## src/rtl/pipeline_pkg.sv

```systemverilog
// Shared types for the EX/MEM and MEM/WB pipeline registers and the MEM access controller.
package pipeline_pkg;

  typedef logic [31:0] word_t;
  typedef logic [4:0]  regbits_t;

  typedef enum logic [1:0] {
    WSEL_ALU  = 2'd0,
    WSEL_LOAD = 2'd1,
    WSEL_LUI  = 2'd2
  } wsel_t;

  typedef enum logic [1:0] {
    M_IDLE = 2'd0,
    M_WAIT = 2'd1,
    M_DONE = 2'd2
  } memfsm_t;

  typedef struct packed {
    logic [15:0] ireg;
    regbits_t    dest;
    logic        rfwen;
    word_t       aluout;
    word_t       lui32;
    word_t       storedat;
    logic        dren;
    logic        dwen;
    wsel_t       wsel;
    logic        halt;
  } exmem_t;

  typedef struct packed {
    logic [15:0] ireg;
    regbits_t    dest;
    logic        rfwen;
    word_t       aluout;
    word_t       lui32;
    word_t       lddata;
    wsel_t       wsel;
    logic        halt;
  } memwb_t;

endpackage

```

## src/rtl/mem_access_ctrl.sv

```systemverilog
// MEM-stage data-memory request controller: holds the request until dhit and keeps
// the load data when the pipeline cannot advance in the hit cycle.
module mem_access_ctrl
  import pipeline_pkg::*;
(
  input  logic  clk_i,
  input  logic  rst_ni,
  input  logic  acc_i,
  input  logic  dren_i,
  input  logic  dwen_i,
  input  logic  dhit_i,
  input  logic  adv_i,
  input  word_t dmemload_i,
  output logic  dmem_ren_o,
  output logic  dmem_wen_o,
  output logic  mem_stall_o,
  output word_t ld_data_o
);

  memfsm_t state_q, state_d;
  word_t   ldhold_q, ldhold_d;
  logic    done;
  logic    hit;

  assign done = (state_q == M_DONE);
  // A hit counts only while the access is still outstanding.
  assign hit  = acc_i & dhit_i & ~done;

  assign dmem_ren_o  = acc_i & dren_i & ~done;
  assign dmem_wen_o  = acc_i & dwen_i & ~done;
  assign mem_stall_o = acc_i & ~dhit_i & ~done;
  assign ld_data_o   = hit ? dmemload_i : ldhold_q;

  always_comb begin
    state_d  = state_q;
    ldhold_d = ldhold_q;
    if (hit) begin
      ldhold_d = dmemload_i;
    end
    case (state_q)
      M_IDLE: begin
        if (acc_i && !dhit_i) begin
          state_d = M_WAIT;
        end else if (acc_i && dhit_i && !adv_i) begin
          state_d = M_DONE;
        end
      end
      M_WAIT: begin
        if (dhit_i && !adv_i) begin
          state_d = M_DONE;
        end
      end
      M_DONE:  state_d = M_DONE;
      default: state_d = M_IDLE;
    endcase
    if (adv_i) begin
      state_d = M_IDLE;
    end
  end

  always_ff @(posedge clk_i) begin
    if (!rst_ni) begin
      state_q  <= M_IDLE;
      ldhold_q <= '0;
    end else begin
      state_q  <= state_d;
      ldhold_q <= ldhold_d;
    end
  end

endmodule

```

## src/rtl/ex_mem_wb_pipe.sv

```systemverilog
// EX/MEM and MEM/WB pipeline registers with the MEM-stage data-memory request controller.
module ex_mem_wb_pipe
  import pipeline_pkg::*;
(
  input  logic        CLK,
  input  logic        nRST,
  input  logic        ihit,
  input  logic        dhit,
  input  logic [31:0] dmemload,
  input  logic        flush_ex,
  input  logic [15:0] ex_reg,
  input  logic [4:0]  ex_dest,
  input  logic        ex_rfWEN,
  input  logic [31:0] ex_aluout,
  input  logic [31:0] ex_lui32,
  input  logic [31:0] ex_storedat,
  input  logic        ex_dREN,
  input  logic        ex_dWEN,
  input  logic [1:0]  ex_wsel,
  input  logic        ex_halt,
  output logic [15:0] mem_reg,
  output logic [4:0]  mem_dest,
  output logic        mem_rfWEN,
  output logic [31:0] mem_aluout,
  output logic [31:0] mem_lui32,
  output logic        dmemREN,
  output logic        dmemWEN,
  output logic [31:0] dmemaddr,
  output logic [31:0] dmemstore,
  output logic [15:0] wb_reg,
  output logic [4:0]  wb_dest,
  output logic        wb_rfWEN,
  output logic [31:0] wb_aluout,
  output logic [31:0] wb_lui32,
  output logic [31:0] wb_wdat,
  output logic        mem_stall,
  output logic        halt
);

  exmem_t mem_q, mem_d;
  memwb_t wb_q, wb_d;
  logic   halt_q, halt_d;
  logic   acc;
  logic   adv;
  word_t  ld_data;

  // A bubble is all zeros, so any access flag implies a valid instruction.
  assign acc = mem_q.dren | mem_q.dwen;
  assign adv = ihit & ~mem_stall & ~halt_q;

  mem_access_ctrl u_mem_access_ctrl (
    .clk_i       (CLK),
    .rst_ni      (nRST),
    .acc_i       (acc),
    .dren_i      (mem_q.dren),
    .dwen_i      (mem_q.dwen),
    .dhit_i      (dhit),
    .adv_i       (adv),
    .dmemload_i  (dmemload),
    .dmem_ren_o  (dmemREN),
    .dmem_wen_o  (dmemWEN),
    .mem_stall_o (mem_stall),
    .ld_data_o   (ld_data)
  );

  always_comb begin
    mem_d  = mem_q;
    wb_d   = wb_q;
    halt_d = halt_q;
    if (adv) begin
      if (flush_ex) begin
        mem_d = '0;
      end else begin
        mem_d.ireg     = ex_reg;
        mem_d.dest     = ex_dest;
        mem_d.rfwen    = ex_rfWEN & (ex_dest != 5'd0);
        mem_d.aluout   = ex_aluout;
        mem_d.lui32    = ex_lui32;
        mem_d.storedat = ex_storedat;
        mem_d.dren     = ex_dREN;
        mem_d.dwen     = ex_dWEN;
        mem_d.wsel     = wsel_t'(ex_wsel);
        mem_d.halt     = ex_halt;
      end
      wb_d.ireg   = mem_q.ireg;
      wb_d.dest   = mem_q.dest;
      wb_d.rfwen  = mem_q.rfwen;
      wb_d.aluout = mem_q.aluout;
      wb_d.lui32  = mem_q.lui32;
      wb_d.lddata = ld_data;
      wb_d.wsel   = mem_q.wsel;
      wb_d.halt   = mem_q.halt;
      if (mem_q.halt) begin
        halt_d = 1'b1;
      end
    end
  end

  always_ff @(posedge CLK) begin
    if (!nRST) begin
      mem_q  <= '0;
      wb_q   <= '0;
      halt_q <= 1'b0;
    end else begin
      mem_q  <= mem_d;
      wb_q   <= wb_d;
      halt_q <= halt_d;
    end
  end

  always_comb begin
    wb_wdat = '0;
    case (wb_q.wsel)
      WSEL_ALU:  wb_wdat = wb_q.aluout;
      WSEL_LOAD: wb_wdat = wb_q.lddata;
      WSEL_LUI:  wb_wdat = wb_q.lui32;
      default:   wb_wdat = '0;
    endcase
  end

  assign mem_reg    = mem_q.ireg;
  assign mem_dest   = mem_q.dest;
  assign mem_rfWEN  = mem_q.rfwen;
  assign mem_aluout = mem_q.aluout;
  assign mem_lui32  = mem_q.lui32;
  assign dmemaddr   = mem_q.aluout;
  assign dmemstore  = mem_q.storedat;
  assign wb_reg     = wb_q.ireg;
  assign wb_dest    = wb_q.dest;
  assign wb_rfWEN   = wb_q.rfwen;
  assign wb_aluout  = wb_q.aluout;
  assign wb_lui32   = wb_q.lui32;
  assign halt       = halt_q;

endmodule

```

## config.mk

```make
export PLATFORM = sky130hd
export DESIGN_NAME = ex_mem_wb_pipe
export DESIGN_NICKNAME = d
export VERILOG_FILES = /design/src/rtl/pipeline_pkg.sv /design/src/rtl/mem_access_ctrl.sv /design/src/rtl/ex_mem_wb_pipe.sv
export SDC_FILE = /design/constraint.sdc
export NUM_CORES = 1
export LEC_CHECK = 0
export CELL_PAD_IN_SITES_DETAIL_PLACEMENT = 1
export CELL_PAD_IN_SITES_GLOBAL_PLACEMENT = 1
export CORE_ASPECT_RATIO = 0.75
export CORE_MARGIN = 5
export CORE_UTILIZATION = 33
export CTS_CLUSTER_DIAMETER = 120
export CTS_CLUSTER_SIZE = 28
export DETAILED_ROUTE_END_ITERATION = 8
export PLACE_DENSITY_LB_ADDON = 0.1
export SYNTH_ARGS = -nofsm -noshare
export SYNTH_HDL_FRONTEND = slang
export SYNTH_SLANG_ARGS = --single-unit
```

## constraint.sdc

```tcl
create_clock -name CLK -period 1.8 [get_ports CLK]
set_input_delay 0.36 -clock CLK [delete_from_list [all_inputs] [get_ports CLK]]
set_output_delay 0.36 -clock CLK [all_outputs]
set_load 0.02 [all_outputs]
```

==> out/qor.csv, run 1 <==
metric,value,unit
outcome,finished with violations,
failing checks,negative setup slack,
main flop type after synthesis,dfxtp_1,
Setup CP Type,reg -> out,
total CTS buffers,13,
Vias,10800,
initial DRC count,404,
first-pass GRT wire length,66.2,mm
crit path max fanout,7,
Worst slew margin,72.9,%
GR Overflow Total,0,
Routed Wire Length,47.7,mm
Reg2Reg Depth,11,
Die H,179,um
share of cells above drive strength 1,18.3,%
post-synthesis net count,1678,
H-tree depth,1,
R2R Path End,dmemaddr[22],
GRT Resource Usage Total,19.7,%
P_leak,7.31,nW
post-synthesis cell area,12600,um2
WHS Path Cells,3,
r2r setup slk,-0.07,ns
RSZ-0062 raised after global routing,true,
"Buf+Inv Stages, Crit Path",3,
Post-Place Worst Slack,-0.347,ns
hold_buf cts,0,
Worst Tran Pin Value,0.402,ns
Post-synth EDFFs,0,
DR pass1 iterations,6,
Initial Util,33.6,%
area grow syn2layout,42.5,%
VDD IR-drop max,0.478,mV
"Reg clk slew, reported paths",0.12,ns
number of global-route vias before repair,10900,
Die Wd,235,um
Synth async-reset ratio,0,%
Clk Tree Root Cell,clkbuf_16,
CORE AREA,37300,um2
"Cell Area, Placed",16200,um2
CP endpoint kind,output port,
number of synthesized register bits,278,
Clock Tree Buf Depth,3,
Post-Syn Area per Cell,8.29,um2
CP Cell Sequence,buf_16 -> buf_12 -> mux2i_1 -> o21ai_1 -> buf_2,
"Hold Vio Cnt, Final",0,
Worst Skew,0.0191,ns
Worst EP arrival,1.72,ns
yosys warns,0,
final worst slack,-0.282,ns
total power,12.8,mW
Port-buffer cells,431,
sequential-to-total area share from yosys stat,44.3,%
Nets,1907,
Final Core Density,47.9,%
row count,61,
period utilization,116,%
Setup crit start kind,flip-flop,
drt via density,4.80,
hold slack,0.418,ns
Worst Hold Path EP,mem_q[3],
highest clock rate,480,MHz
die area,42100,um2
gate count after technology mapping,1514,
DRT antenna net count,0,
max incr delay on CP,0.49,ns
clock latency on the worst-skew pair,0.51,ns
FF-to-FF Start,u_mem_access_ctrl.state_q[0],
"Most flops, register",wb_q,
final setup fails,46,
DRC viols,0,
CTS tree,built,
largest net degree at the start of global routing,53,
"Design Area, Final",17900,um2
PD cells,714,nW/um2
CTS sink count,278,
initial antenna violation count,3,
Worst path slowest cell,dfxtp_4,
dpl hpwl,32.3,mm
Netlist cell types,31,
RD Place Congestion,0.758,
Hold Crit Start,ex_dWEN,
CP top delay family,flip-flops,
IO Count,432,
max-slew violations,0,
WL per Instance,21.2,um
Max Cap Viol,0,
min Tclk post-route,2.08,ns
max reg flops,34,
hold crit path type,in -> reg,
WP data required,1.44,ns
[tightest hold or removal path, cell delays in order]
cell and delay [ns]:
clkdlybuf4s50_1 0.40, nand3_1 0.08, a21oi_1 0.06
[where the power goes]
group	switching (mW)	total (mW)	internal, mW	leakage [nW]
clock	2.05	3.41	1.36	0.167
sequential	0.195	6.59	6.39	2.26
combinational	1.41	2.78	1.38	4.87
total	3.65	12.8	9.13	7.31
[layout make-up]
| cell class | count | area, um2 |
|---|---|---|
| multi-input combinational | 886 | 5240 |
| fill | 4270 | 19400 |
| tap | 504 | 631 |
| inverter | 5 | 28.8 |
| timing repair buffer | 559 | 6080 |
| antenna | 2 | 5.00 |
| clock buffer | 14 | 339 |
| sequential | 278 | 5580 |
[synthesized netlist by cell type, drive strengths merged, types with 3 or more instances]
| library cell | instances | area (um2) |
|---|---|---|
| a21oi | 215 | 1080 |
| ha | 4 | 50.1 |
| nand2 | 333 | 1250 |
| or4 | 3 | 22.5 |
| nor2 | 67 | 251 |
| inv | 4 | 15.0 |
| mux2i | 64 | 641 |
| dfxtp | 278 | 5570 |
| a211oi | 32 | 400 |
| nor2b | 4 | 25.0 |
| nand3 | 122 | 611 |
| buf | 293 | 2200 |
| o21ai | 34 | 174 |
| clkbuf | 52 | 195 |
[routing by layer]
layer / share of wire (%) / global-route usage, % / up-vias
li1: - / - / 5220
met1: 46 / 25.9 / 5321
met2: 49 / 34.4 / 202
met3: 4.5 / 4.55 / 33
met4: 1.1 / 2.32 / 4
met5: 0.057 / 0 / -
[placed cells by master, fill, tap and decap left out, types with 11 or more instances in the layout]
master           synthesis  layout
a21oi_2                  0      19
buf_12                   3      45
dfxtp_1                278     273
clkdlybuf4s50_1          0     159
dlygate4sd2_1            0     236
mux2i_4                  0      27
nand3_1                122     109
a21oi_1                215     196
mux2i_1                 64      28
clkbuf_16                0      35
buf_4                  242      52
nand2_1                333     325
nand3_2                  0      11
o21ai_1                 10      26
nor2_2                   0      13
buf_6                   12      24
a211oi_2                32      32
nor2_1                  67      51
[stage by stage]
step	instances	TNS [ns]
finish	2248	-7.33
global route	2247	-15.11
CTS	2210	-8.90
detailed placement	2183	-59.92
global placement	2183	-50.25
floorplan	1514	0
[cell families (layout without fill, tap and decap cells)]
group                      count (synthesis)  count (layout)  synth area share (%)
other                                      0               2                     0
AOI/OAI and AO/OA                        287             287                  13.6
muxes                                     64              64                  5.10
DFF                                      278             278                  44.3
buffers and inverters                    350             578                  19.2
and+or+nand+nor                          531             531                  17.3
adders and majority gates                  4               4                 0.399
[repair_timing]
action	4_1_cts	5_1_grt
pin swaps	6	28
cloned	5	25
gates resized for setup	479	136
setup endpoints to repair	351	105
endpoints found under the hold margin	0	0
setup buffers	8	15
[worst max path at each step]
stage | start | endpoint | slack, ns | cells past startpoint
final | wb_q[1] | wb_wdat[18] | -0.28 | 5
after floorplan | wb_q[1] | wb_wdat[0] | 0.12 | 4
after global routing | wb_q[1] | wb_wdat[25] | -0.37 | 5
after detailed placement | dhit | wb_q[20] | -0.35 | 6
after CTS | wb_q[1] | wb_wdat[12] | -0.34 | 5
after global placement | dhit | mem_stall | -0.24 | 4
Power figures use the tool's default switching activity.
==> run 2: changes to the inputs <==
Settings changed: CORE_UTILIZATION 33 to 34, SYNTH_HIERARCHICAL set to 1.
==> out/qor.csv, run 2 <==
metric,value,unit
PD cells,647,nW/um2
Reg2Reg Depth,10,
max reg flops,34,
internal power,9.65,mW
outcome,finished with violations,
DR pass1 iterations,4,
initial DRC count,574,
combinational power share,25.8,%
max-slew violations,0,
Clock Tree Buf Depth,3,
Die H,182,um
Setup crit start kind,flip-flop,
Max Cap Viol,0,
commonest cells in the netlist,"nand2_1, dfxtp_1, buf_4",
"top cells by area, synth","dfxtp_1, buf_4, nand2_1",
Final Core Density,53.3,%
area grow syn2layout,55.7,%
"leading cell type in the layout, fill and taps excluded",clkdlybuf4s50_1,
Netlist cell types,38,
Port-buffer cells,431,
Non-Filler Instances,2351,
DRC viols,0,
Hold Crit Start,nRST,
FF-to-FF Start,u_mem_access_ctrl/state_q[0],
die area,43800,um2
Nets,1996,
first-pass GRT wire length,75.5,mm
Clk Tree Root Cell,clkbuf_16,
Post-synth EDFFs,0,
Post-Place Worst Slack,-0.455,ns
WL per Instance,24.3,um
# diodes,0,
P_leak,8.13,nW
RSZ-0062 raised after global routing,true,
"Cell Area, Placed",17000,um2
post-synthesis net count,1705,
main flop type after synthesis,dfxtp_1,
"Most flops, register",wb_q,
initial antenna violation count,5,
Synth async-reset ratio,0,%
Net Sw Frac,28.9,%
final setup fails,544,
failing checks,negative setup slack,
WP data required,1.44,ns
WHS Path Cells,2,
CORE AREA,39300,um2
dpl hpwl,34.3,mm
Vias,11400,
VDD IR-drop max,0.726,mV
crit path max fanout,8,
"commonest cells after routing, fill and taps aside","clkdlybuf4s50_1, dfxtp_1, nand2_1, a21boi_1, nand3b_1",
Post-Syn Area per Cell,8.74,um2
Die Wd,240,um
Worst Skew,0.0141,ns
H-tree depth,1,
Worst Tran Pin Value,0.445,ns
Sw Pwr,3.92,mW
CP endpoint kind,output port,
"Design Area, Final",21000,um2
Initial Util,34.3,%
RD Place Congestion,0.835,
IO Count,432,
post-placement cell count,2227,
yosys warns,6,
post-synth top area cell,dfxtp_1,
Clock Power Share,25.9,%
number of global-route vias before repair,11500,
largest net degree at the start of global routing,72,
drt via density,4.86,
Yosys top cell area share,41.3,%
Routed Wire Length,57.1,mm
Setup CP Type,reg -> out,
GRT Resource Usage Total,22.2,%
clock latency on the worst-skew pair,0.52,ns
Worst Hold Path EP,halt,
hold crit path type,in -> reg,
GR Overflow Total,0,
highest clock rate,445,MHz
DRT antenna net count,0,
"Hold Vio Cnt, Final",0,
period utilization,125,%
min Tclk post-route,2.25,ns
CTS tree,built,
share of cells above drive strength 1,28.4,%
Fin Setup TNS,-137.89,ns
"count leader, synth",nand2_1,
Worst slew margin,70.4,%
number of synthesized register bits,278,
CTS sink count,278,
post-synthesis cell area,13500,um2
hold slack,0.217,ns
r2r setup slk,-0.44,ns
total CTS buffers,13,
R2R Path End,u_mem_access_ctrl/state_q[1],
final worst slack,-0.447,ns
total power,13.6,mW
"Reg clk slew, reported paths",0.12,ns
sequential power share,48.3,%
Worst EP arrival,1.89,ns
sequential-to-total area share from yosys stat,41.3,%
row count,63,
gate count after technology mapping,1541,
==> run 2: power groups by stage <==
stage	Combinational (mW)	Clock, mW	Sequential (mW)
floorplan	1.37	0	6.59
global placement	2.23	0	6.65
detailed placement	2.25	0	6.66
CTS	2.80	3.65	6.52
global route	3.66	3.83	6.59
finish	3.50	3.51	6.56
==> run 2: cell type report <==
class / instances / area (um2)
clock buffer: 14 / 339
fill: 4189 / 18400
inverter: 3 / 23.8
multi-input combinational: 917 / 6820
sequential: 278 / 5580
tap: 520 / 651
timing repair buffer: 617 / 7530
timing repair inverter: 2 / 27.5
==> run 2: logic make-up after synthesis <==
family	count (synthesis)	synth area share, %
AND/OR/NAND/NOR	568	20.2
AO/OA/AOI/OAI	281	15.0
adder cells (fa/ha/maj)	4	0.371
flip-flops	278	41.3
buffers and inverters	346	17.2
multiplexers	64	5.89
==> run 2: how the worst max path moves through the flow <==
stage	from	to	slack, ns	cells after the start
finish	wb_q[1]	wb_wdat[0]	-0.45	8
global route	u_mem_access_ctrl/state_q[0]	u_mem_access_ctrl/state_q[1]	-0.54	10
CTS	wb_q[1]	wb_wdat[2]	-0.43	8
detailed placement	dhit	dmemstore[22]	-0.46	7
global placement	dhit	mem_lui32[24]	-0.39	7
floorplan	u_mem_access_ctrl/state_q[0]	u_mem_access_ctrl/state_q[1]	-0.66	13
==> run 2: timing repair <==
action | in CTS | in global routing
setup endpoints to repair | 538 | 547
pin swaps | 104 | 177
gates resized for setup | 407 | 376
buffers inserted | 29 | 20
cloned | 29 | 50
hold buffers | 0 | 0
==> run 2: per-layer routing <==
metal | routed length (um) | global-route usage (%) | part of all wire (%)
met4 | 1010 | 3.09 | 1.8
met3 | 3100 | 5.26 | 5.4
met1 | 25800 | 30.5 | 45
met5 | 61 | 0 | 0.11
met2 | 27200 | 36.6 | 48
==> run 2: critical path, cell delays in order (launching register included) <==
cell and delay [ns]:
dfxtp_4 0.39, buf_12 0.13, nor2b_4 0.15, buf_6 0.16
buf_16 0.13, buf_6 0.10, nand2_2 0.05, o21ai_1 0.08
buf_4 0.17
